--- src/rtl/cpu_out_capture_if.sv ---
// Handshake bundle between the CPU output port, the capture block and its downstream consumer.
`timescale 1ns/1ps
interface cpu_out_capture_if #(
    parameter int DataWidth = 16,
    parameter int PtrWidth  = 3
);
    logic                 cpu_ready;
    logic                 cpu_halt;
    logic [DataWidth-1:0] out_reg;
    logic [DataWidth-1:0] data;
    logic                 valid;
    logic                 accept;
    logic [PtrWidth:0]    count;
    logic                 overflow;
    logic                 done;

    modport master (
        output cpu_ready, cpu_halt, out_reg, accept,
        input  data, valid, count, overflow, done
    );

    modport slave (
        input  cpu_ready, cpu_halt, out_reg, accept,
        output data, valid, count, overflow, done
    );
endinterface

--- src/rtl/cpu_out_capture.sv ---
// Records each change of the CPU output port into a FIFO and hands the values to a consumer
// over valid/accept, signalling done once the CPU has halted and the FIFO is drained.
`timescale 1ns/1ps
module cpu_out_capture #(
    parameter int DataWidth = 16,
    parameter int Depth     = 8,
    parameter int PtrWidth  = 3
) (
    input  logic              clk,
    input  logic              rst,
    cpu_out_capture_if.slave  bus
);
    typedef enum logic [1:0] {S_IDLE, S_CAPTURE, S_DRAIN, S_DONE} state_t;

    localparam logic [PtrWidth:0] FullCount = (PtrWidth + 1)'(Depth);

    state_t               state;
    state_t               state_next;
    logic [DataWidth-1:0] mem [Depth];
    logic [PtrWidth-1:0]  wr_ptr;
    logic [PtrWidth-1:0]  rd_ptr;
    logic [PtrWidth:0]    count;
    logic [DataWidth-1:0] prev;
    logic                 overflow;
    logic                 empty;
    logic                 full;
    logic                 pop;
    logic                 push_req;
    logic                 push;
    logic                 drop;

    assign empty    = (count == '0);
    assign full     = (count == FullCount);
    assign pop      = !empty && bus.accept;
    assign push_req = (state == S_CAPTURE) && (bus.out_reg != prev);
    // A pop on the same edge frees the slot, so a full FIFO can still take the new value.
    assign push     = push_req && (!full || pop);
    assign drop     = push_req && full && !pop;

    always_ff @(posedge clk or posedge rst) begin
        if (rst) begin
            state <= S_IDLE;
        end else begin
            state <= state_next;
        end
    end

    always_comb begin
        state_next = state;
        case (state)
            S_IDLE: begin
                if (bus.cpu_ready) begin
                    state_next = S_CAPTURE;
                end
            end
            S_CAPTURE: begin
                if (!bus.cpu_ready) begin
                    state_next = S_IDLE;
                end else if (bus.cpu_halt) begin
                    state_next = S_DRAIN;
                end
            end
            S_DRAIN: begin
                if (!bus.cpu_ready) begin
                    state_next = S_IDLE;
                end else if (empty || (count == (PtrWidth + 1)'(1) && pop)) begin
                    state_next = S_DONE;
                end
            end
            S_DONE: begin
                if (!bus.cpu_ready) begin
                    state_next = S_IDLE;
                end
            end
            default: state_next = S_IDLE;
        endcase
    end

    // The first sample after the CPU comes up is only a baseline for change detection.
    always_ff @(posedge clk or posedge rst) begin
        if (rst) begin
            prev <= '0;
        end else if ((state == S_IDLE && bus.cpu_ready) || state == S_CAPTURE) begin
            prev <= bus.out_reg;
        end
    end

    always_ff @(posedge clk or posedge rst) begin
        if (rst) begin
            wr_ptr   <= '0;
            rd_ptr   <= '0;
            count    <= '0;
            overflow <= 1'b0;
        end else begin
            if (push) begin
                wr_ptr <= wr_ptr + 1'b1;
            end
            if (pop) begin
                rd_ptr <= rd_ptr + 1'b1;
            end
            case ({push, pop})
                2'b10:   count <= count + 1'b1;
                2'b01:   count <= count - 1'b1;
                default: count <= count;
            endcase
            if (drop) begin
                overflow <= 1'b1;
            end
        end
    end

    always_ff @(posedge clk) begin
        if (push) begin
            mem[wr_ptr] <= bus.out_reg;
        end
    end

    assign bus.valid    = !empty;
    assign bus.data     = empty ? '0 : mem[rd_ptr];
    assign bus.count    = count;
    assign bus.overflow = overflow;
    assign bus.done     = (state == S_DONE);
endmodule
--- src/flat_wrapper.sv ---
// flat-port wrapper written by rule: the top's interface ports become plain ports
module cpu_out_capture_flat 
#(
    parameter int DataWidth = 16,
    parameter int Depth     = 8,
    parameter int PtrWidth  = 3
)
  (clk, rst, bus_cpu_ready, bus_cpu_halt, bus_out_reg, bus_accept, bus_data, bus_valid, bus_count, bus_overflow, bus_done);
  cpu_out_capture_if #(.DataWidth(DataWidth), .PtrWidth(PtrWidth)) bus_i ();
  input  logic clk;
  input  logic rst;
  input wire logic [$bits(bus_i.cpu_ready)-1:0] bus_cpu_ready;
  input wire logic [$bits(bus_i.cpu_halt)-1:0] bus_cpu_halt;
  input wire logic [$bits(bus_i.out_reg)-1:0] bus_out_reg;
  input wire logic [$bits(bus_i.accept)-1:0] bus_accept;
  output wire logic [$bits(bus_i.data)-1:0] bus_data;
  output wire logic [$bits(bus_i.valid)-1:0] bus_valid;
  output wire logic [$bits(bus_i.count)-1:0] bus_count;
  output wire logic [$bits(bus_i.overflow)-1:0] bus_overflow;
  output wire logic [$bits(bus_i.done)-1:0] bus_done;
  assign bus_i.cpu_ready = bus_cpu_ready;
  assign bus_i.cpu_halt = bus_cpu_halt;
  assign bus_i.out_reg = bus_out_reg;
  assign bus_i.accept = bus_accept;
  assign bus_data = bus_i.data;
  assign bus_valid = bus_i.valid;
  assign bus_count = bus_i.count;
  assign bus_overflow = bus_i.overflow;
  assign bus_done = bus_i.done;
  cpu_out_capture #(.DataWidth(DataWidth), .Depth(Depth), .PtrWidth(PtrWidth)) u_core (.clk(clk), .rst(rst), .bus(bus_i));
endmodule
--- config.mk ---
export PLATFORM = sky130hd
export DESIGN_NAME = cpu_out_capture_flat
export DESIGN_NICKNAME = d
export VERILOG_FILES = /design/src/rtl/cpu_out_capture_if.sv /design/src/rtl/cpu_out_capture.sv /design/src/flat_wrapper.sv
export SDC_FILE = /design/constraint.sdc
export NUM_CORES = 1
export LEC_CHECK = 0
export ABC_AREA = 0
export CORE_ASPECT_RATIO = 0.75
export CORE_MARGIN = 2
export CORE_UTILIZATION = 50
export CTS_CLUSTER_SIZE = 20
export DETAILED_ROUTE_END_ITERATION = 8
export PLACE_DENSITY = 0.8
export RECOVER_POWER = 50
export SETUP_SLACK_MARGIN = 0.05
export SLEW_MARGIN = 20
export SYNTH_ARGS = -nofsm -noshare
export SYNTH_HDL_FRONTEND = slang
export SYNTH_SLANG_ARGS = --single-unit
--- constraint.sdc ---
create_clock -name clk -period 4.4 [get_ports clk]
set_clock_uncertainty 0.1 [all_clocks]
set_input_delay 0.66 -clock clk [delete_from_list [all_inputs] [get_ports clk]]
set_output_delay 0.66 -clock clk [all_outputs]
set_load 0.03 [all_outputs]
### Yosys cells after proc, flatten, opt, wreduce, memory -nomap -nowiden

Memories as Yosys holds them, arrays and structs flattened.
Cells that the tools add are included.

* $add $sub $neg: 4
* mux-type cells: 11
* $mul: 0
* magnitude comparators: 0
* bitwise gates (word level): 0
* reduce and logical (&&, ||, !) cells: 17
* shift operators: 0
* divide/modulo/power cells: 0
* eq/ne operators: 12

Operator list (number)
* 16-bit two-way mux: 1
* 16-bit != test: 1
* 2-bit two-way mux: 6
* 2-bit case mux with 4 select lines: 1
* 4-bit case mux with 2 select lines: 1
* 1-bit logical AND: 7
* 3-bit by 1-bit adder with 3-bit output (second input constant): 2
* 2-bit == test (second input constant): 3
* 4-bit by 1-bit adder with 4-bit output (second input constant): 1
* 2-bit by 1-bit == test with 1-bit output (second input constant): 2
* 4-bit by 1-bit == test with 1-bit output (second input constant): 1
* 4-bit == test (second input constant): 1
* 4-bit zero test: 1
* 2-bit != test (second input constant): 2
* 4-bit AND reduction: 1
* 4-bit by 1-bit subtractor with 4-bit output (second input constant): 1
* 1-bit zero test: 3
* 1-bit logical OR: 3
* 3-bit by 2-bit != test with 1-bit output (second input constant): 1
* 3-bit != test (second input constant): 1
* 2-bit zero test: 1
* 1-bit two-way mux: 2
* 2-bit nonzero test: 1

* ROM bits: 0
* register bits: 29
* bits in latches: 0
* word-level logic and storage cells: 51
* input port bits: 21
* memories kept: 1
* RAM bits: 128

Memory list
* u_core.mem: words 8, width 16, rd ports 1, clocked after memory_dff 0, wr ports 1, line cpu_out_capture.sv:19 `logic [DataWidth-1:0] mem [Depth];`

### Logic depth before layout (Yosys ltp)

* depth after elaboration: 8
* depth in mapped cells: 10

### Worst setup path before layout

No wires, ideal clock.

* path kind: input port to flip-flop
* start point: input port bus_out_reg[0]
* end point: memory u_core.mem[1][0], enable pin
* stages on the path: 5
* path slack: 1100 ps
* data required time: 3870 ps
* library setup time: 430 ps
* arrival time: 2769 ps
* cell sequence: xor2_1 nor4_1 nand4_1 nand3_1 nor4_1

* word-level cells in the longest chain between the ends: 5

Ends and longest elaborated chain
* start: declaration: line flat_wrapper.sv:14 `input wire logic [$bits(bus_i.out_reg)-1:0] bus_out_reg;`
* 16-bit != test: line cpu_out_capture.sv:35 `assign push_req = (state == S_CAPTURE) && (bus.out_reg != prev);`
* 1-bit logical AND: line cpu_out_capture.sv:35
* 1-bit logical AND: line cpu_out_capture.sv:37 `assign push = push_req && (!full || pop);`
* 1-bit two-way mux: line cpu_out_capture.sv:113 `if (push) begin`
* 1-bit two-way mux (implied by the code): line cpu_out_capture.sv:114 `mem[wr_ptr] <= bus.out_reg;`
* end: declaration: line cpu_out_capture.sv:19

No other way between the ends.

### Worst setup path after layout

* start point: register u_core.rd_ptr[0]
* end point: output port bus_data[15]

* word-level cells in the longest chain between the ends: 2

Ends and longest elaborated chain
* start: declaration: line cpu_out_capture.sv:21 `logic [PtrWidth-1:0] rd_ptr;`
* start signal: assignment: line cpu_out_capture.sv:99 `rd_ptr <= rd_ptr + 1'b1;`
* memory 8 x 16 bit
* 16-bit two-way mux: line cpu_out_capture.sv:119 `assign bus.data = empty ? '0 : mem[rd_ptr];`
* end: declaration: line flat_wrapper.sv:16 `output wire logic [$bits(bus_i.data)-1:0] bus_data;`

No other way between the ends.

==> flow_summary.toml <==
[outcome]
status = "finished with violations"
violations = "max-capacitance violations, max-slew violations"

[setup_path]
cpPeakStageDelay_ns = 0.72
startpoint_type = "register"
path_max_fanout = 16
end_kind = "primary output"
critPathKind = "register to primary output"
slowest_stage = "dfrtp_2"
crit_buf_inv = 2
arrival_ns = 2.91
crit_family = "buffers and inverters"
required_ns = 3.64
crit_chain = "buf_4, mux4_2, mux2i_1, nor2_1, clkdlybuf4s50_1"

[cells_and_area]
utilization = 0.6167
final_nets = 419
layout_commonest_cell = "edfxtp_1"
post-route-cell-area_um2 = 7642
antenna_cells = 0
drive_gt1_frac = 0.2000
syn_to_final_growth_pct = 19.69
nFillCells = 850
final_cell_mix = "128 x edfxtp_1, 32 x mux4_2, 28 x dfrtp_1, 24 x clkdlybuf4s50_1, 23 x nor2_1"

[global_routing]
grt_remaining_overflow = 0
grt.total_usage = 0.1937
grt_max_degree = 30
grt_pass1_vias = 3466
antenna_found_initial = 0
grt_pass1_wl_mm = 19.12

[cts]
cts_resized = 0
h-tree-depth = 4
root_buffer = "clkbuf_16"
cts-buffers-inserted = 17
tritoncts = "yes"
clk_pin_slew_ns = 0.06
clk_path_buf_depth = 2
holdBufCountCts = 0
cts.sinks = 157
cts_setup_buffers = 0
clock_latency_ns = 0.42

[die]
rows = 35
ioPinCount = 44
start_util = 0.5152
die_h_um = 101.9
die_x_um = 134.5
core_area_um2 = 12390
dieArea_um2 = 13700

[route]
drc = 0
final_antenna_net_count = 0
vias = 3238
wire_per_inst_um = 20.89
drtIter0Drc = 176
finalWirelength_mm = 11.93
post_drt_via_cell_ratio = 5.671
drtPass1Iterations = 4

[placement]
placed_cell_area_um2 = 7069
port_buffers = 43
dp_hpwl_mm = 7.044
pre_cts_ws_ns = 1.007
gp_congestion = 0.7437

[pwr]
p_leak_nw = 2.677
power.total_mw = 5.223
power_density_nw_per_um2 = 683.4
irDropWorstVdd_mv = 0.5120

[logic_synthesis]
ys_ff_latch = 157
synth_flop_cell = "edfxtp_1"
netlist_area_um2 = 6385
yosysUniqueCellTypes = 38
synth_top_family_by_area = "multiplexers"
synth_xor_area_frac = 0.03292
async_flop_share = 0.1847
synth-edff-count = 128
ys_seq_area_frac = 0.7157
yosys.area_share.simple = 0.04350
synth_compound_area_frac = 0.008230
synth.avg_cell_area_um2 = 19.23
ys_warn_count = 0
synthMuxAreaShare = 0.1719
synth-adder-area-share = 0.01176
syn-instance-count = 332
synth_nets = 359

[sta]
maxSlewViolCount = 47
setup_slack_ns = 0.7267
fin_crit_sh = 0.8348
hold_viol_final = 0
grt_setup_unrepaired = "false"
setup_violations = 0
fmax_mhz = 272.2
fin_crit_ns = 3.673
timing.setup.tns_ns = 0
tightest_slew_ns = 1.658
relSlewSlack = -0.1073

[job]
cap_violations = 2

[hold_path]
hold_class = "register to register"
## power by group
| part | total [mW] | internal, mW | switching (mW) |
|---|---|---|---|
| logic | 1.73 | 0.843 | 0.882 |
| clock network | 1.44 | 0.885 | 0.553 |
| registers | 2.06 | 1.82 | 0.241 |
## flip-flops by register name, summed over array words and instances (netlist names)
name / flops
u_core.bus.overflow: 1
u_core.state: 2
u_core.prev: 16
u_core.wr_ptr: 3
u_core.mem: 128
u_core.bus.count: 4
u_core.rd_ptr: 3
## per-layer routing
metal / track usage / share of wire
met3: 0.05556 / 0.048
met1: 0.2583 / 0.45
met2: 0.3148 / 0.49
met5: 0 / 0
met4: 0.06316 / 0.0096
## final timing paths
kind | depth (start not counted) | slack (ns) | startpoint | endpoint
worst max-delay path | 5 | 0.73 | u_core.rd_ptr[0] | bus_data[15]
worst max register to register | 10 | 1.46 | u_core.bus.count[0] | u_core.bus.count[3]
min in group asynchronous | 3 | 1.14 | rst | u_core.bus.count[2]
worst min register to register | 1 | 0.41 | u_core.bus.overflow | u_core.bus.overflow
max in group asynchronous | 3 | 1.99 | rst | u_core.rd_ptr[0]
worst min-delay path | 1 | 0.41 | u_core.bus.overflow | u_core.bus.overflow
## per-stage QoR
step / std cells / hold WS (ns)
2_1_floorplan: 332 / 0.3844
3_3_place_gp: 539 / 0.3941
3_5_place_dp: 539 / 0.3874
4_1_cts: 571 / 0.4133
5_1_grt: 571 / 0.4268
6_report: 571 / 0.4120
## synthesized netlist by cell type (2+ instances only)
| cell type | count | area (um2) |
|---|---|---|
| inv_1 | 3 | 11.26 |
| nand4_1 | 2 | 12.51 |
| nor4_1 | 6 | 37.54 |
| xnor2_1 | 5 | 43.79 |
| nand2_1 | 6 | 22.52 |
| buf_2 | 3 | 15.01 |
| buf_6 | 2 | 22.52 |
| mux2i_1 | 17 | 170.2 |
| nor2b_1 | 2 | 12.51 |
| edfxtp_1 | 128 | 3844 |
| nor3_1 | 2 | 10.01 |
| nand3_1 | 3 | 15.01 |
| dfrtp_1 | 29 | 725.7 |
| xor2_1 | 19 | 166.4 |
| mux2_1 | 17 | 191.4 |
| mux4_2 | 32 | 720.7 |
| ha_1 | 6 | 75.07 |
| a21oi_1 | 2 | 10.01 |
| buf_4 | 3 | 22.52 |
| buf_1 | 2 | 7.510 |
| clkbuf_1 | 4 | 15.01 |
| nor2_1 | 23 | 86.33 |
## kinds of logic (layout without fill, tap and decap cells)
family,Yosys count,after routing
AO/OA/AOI/OAI,7,7
XOR/XNOR,24,24
adder cells (fa/ha/maj),6,6
buffers and inverters,19,92
flip-flops,157,157
multiplexers,67,67
AND/OR/NAND/NOR,52,52
## cell type report
type | count | area [um2] | share of cell area
Tap cell | 166 | 207.7 | 0.02718
Timing Repair Buffer | 56 | 536.8 | 0.07024
Clock buffer | 19 | 432.9 | 0.05665
Clock inverter | 13 | 147.6 | 0.01932
Multi-Input combinational cell | 156 | 1732 | 0.2266
Sequential cell | 157 | 4571 | 0.5981
Inverter | 4 | 15.01 | 0.001965
Note: power is estimated with default switching activity, not from simulation.
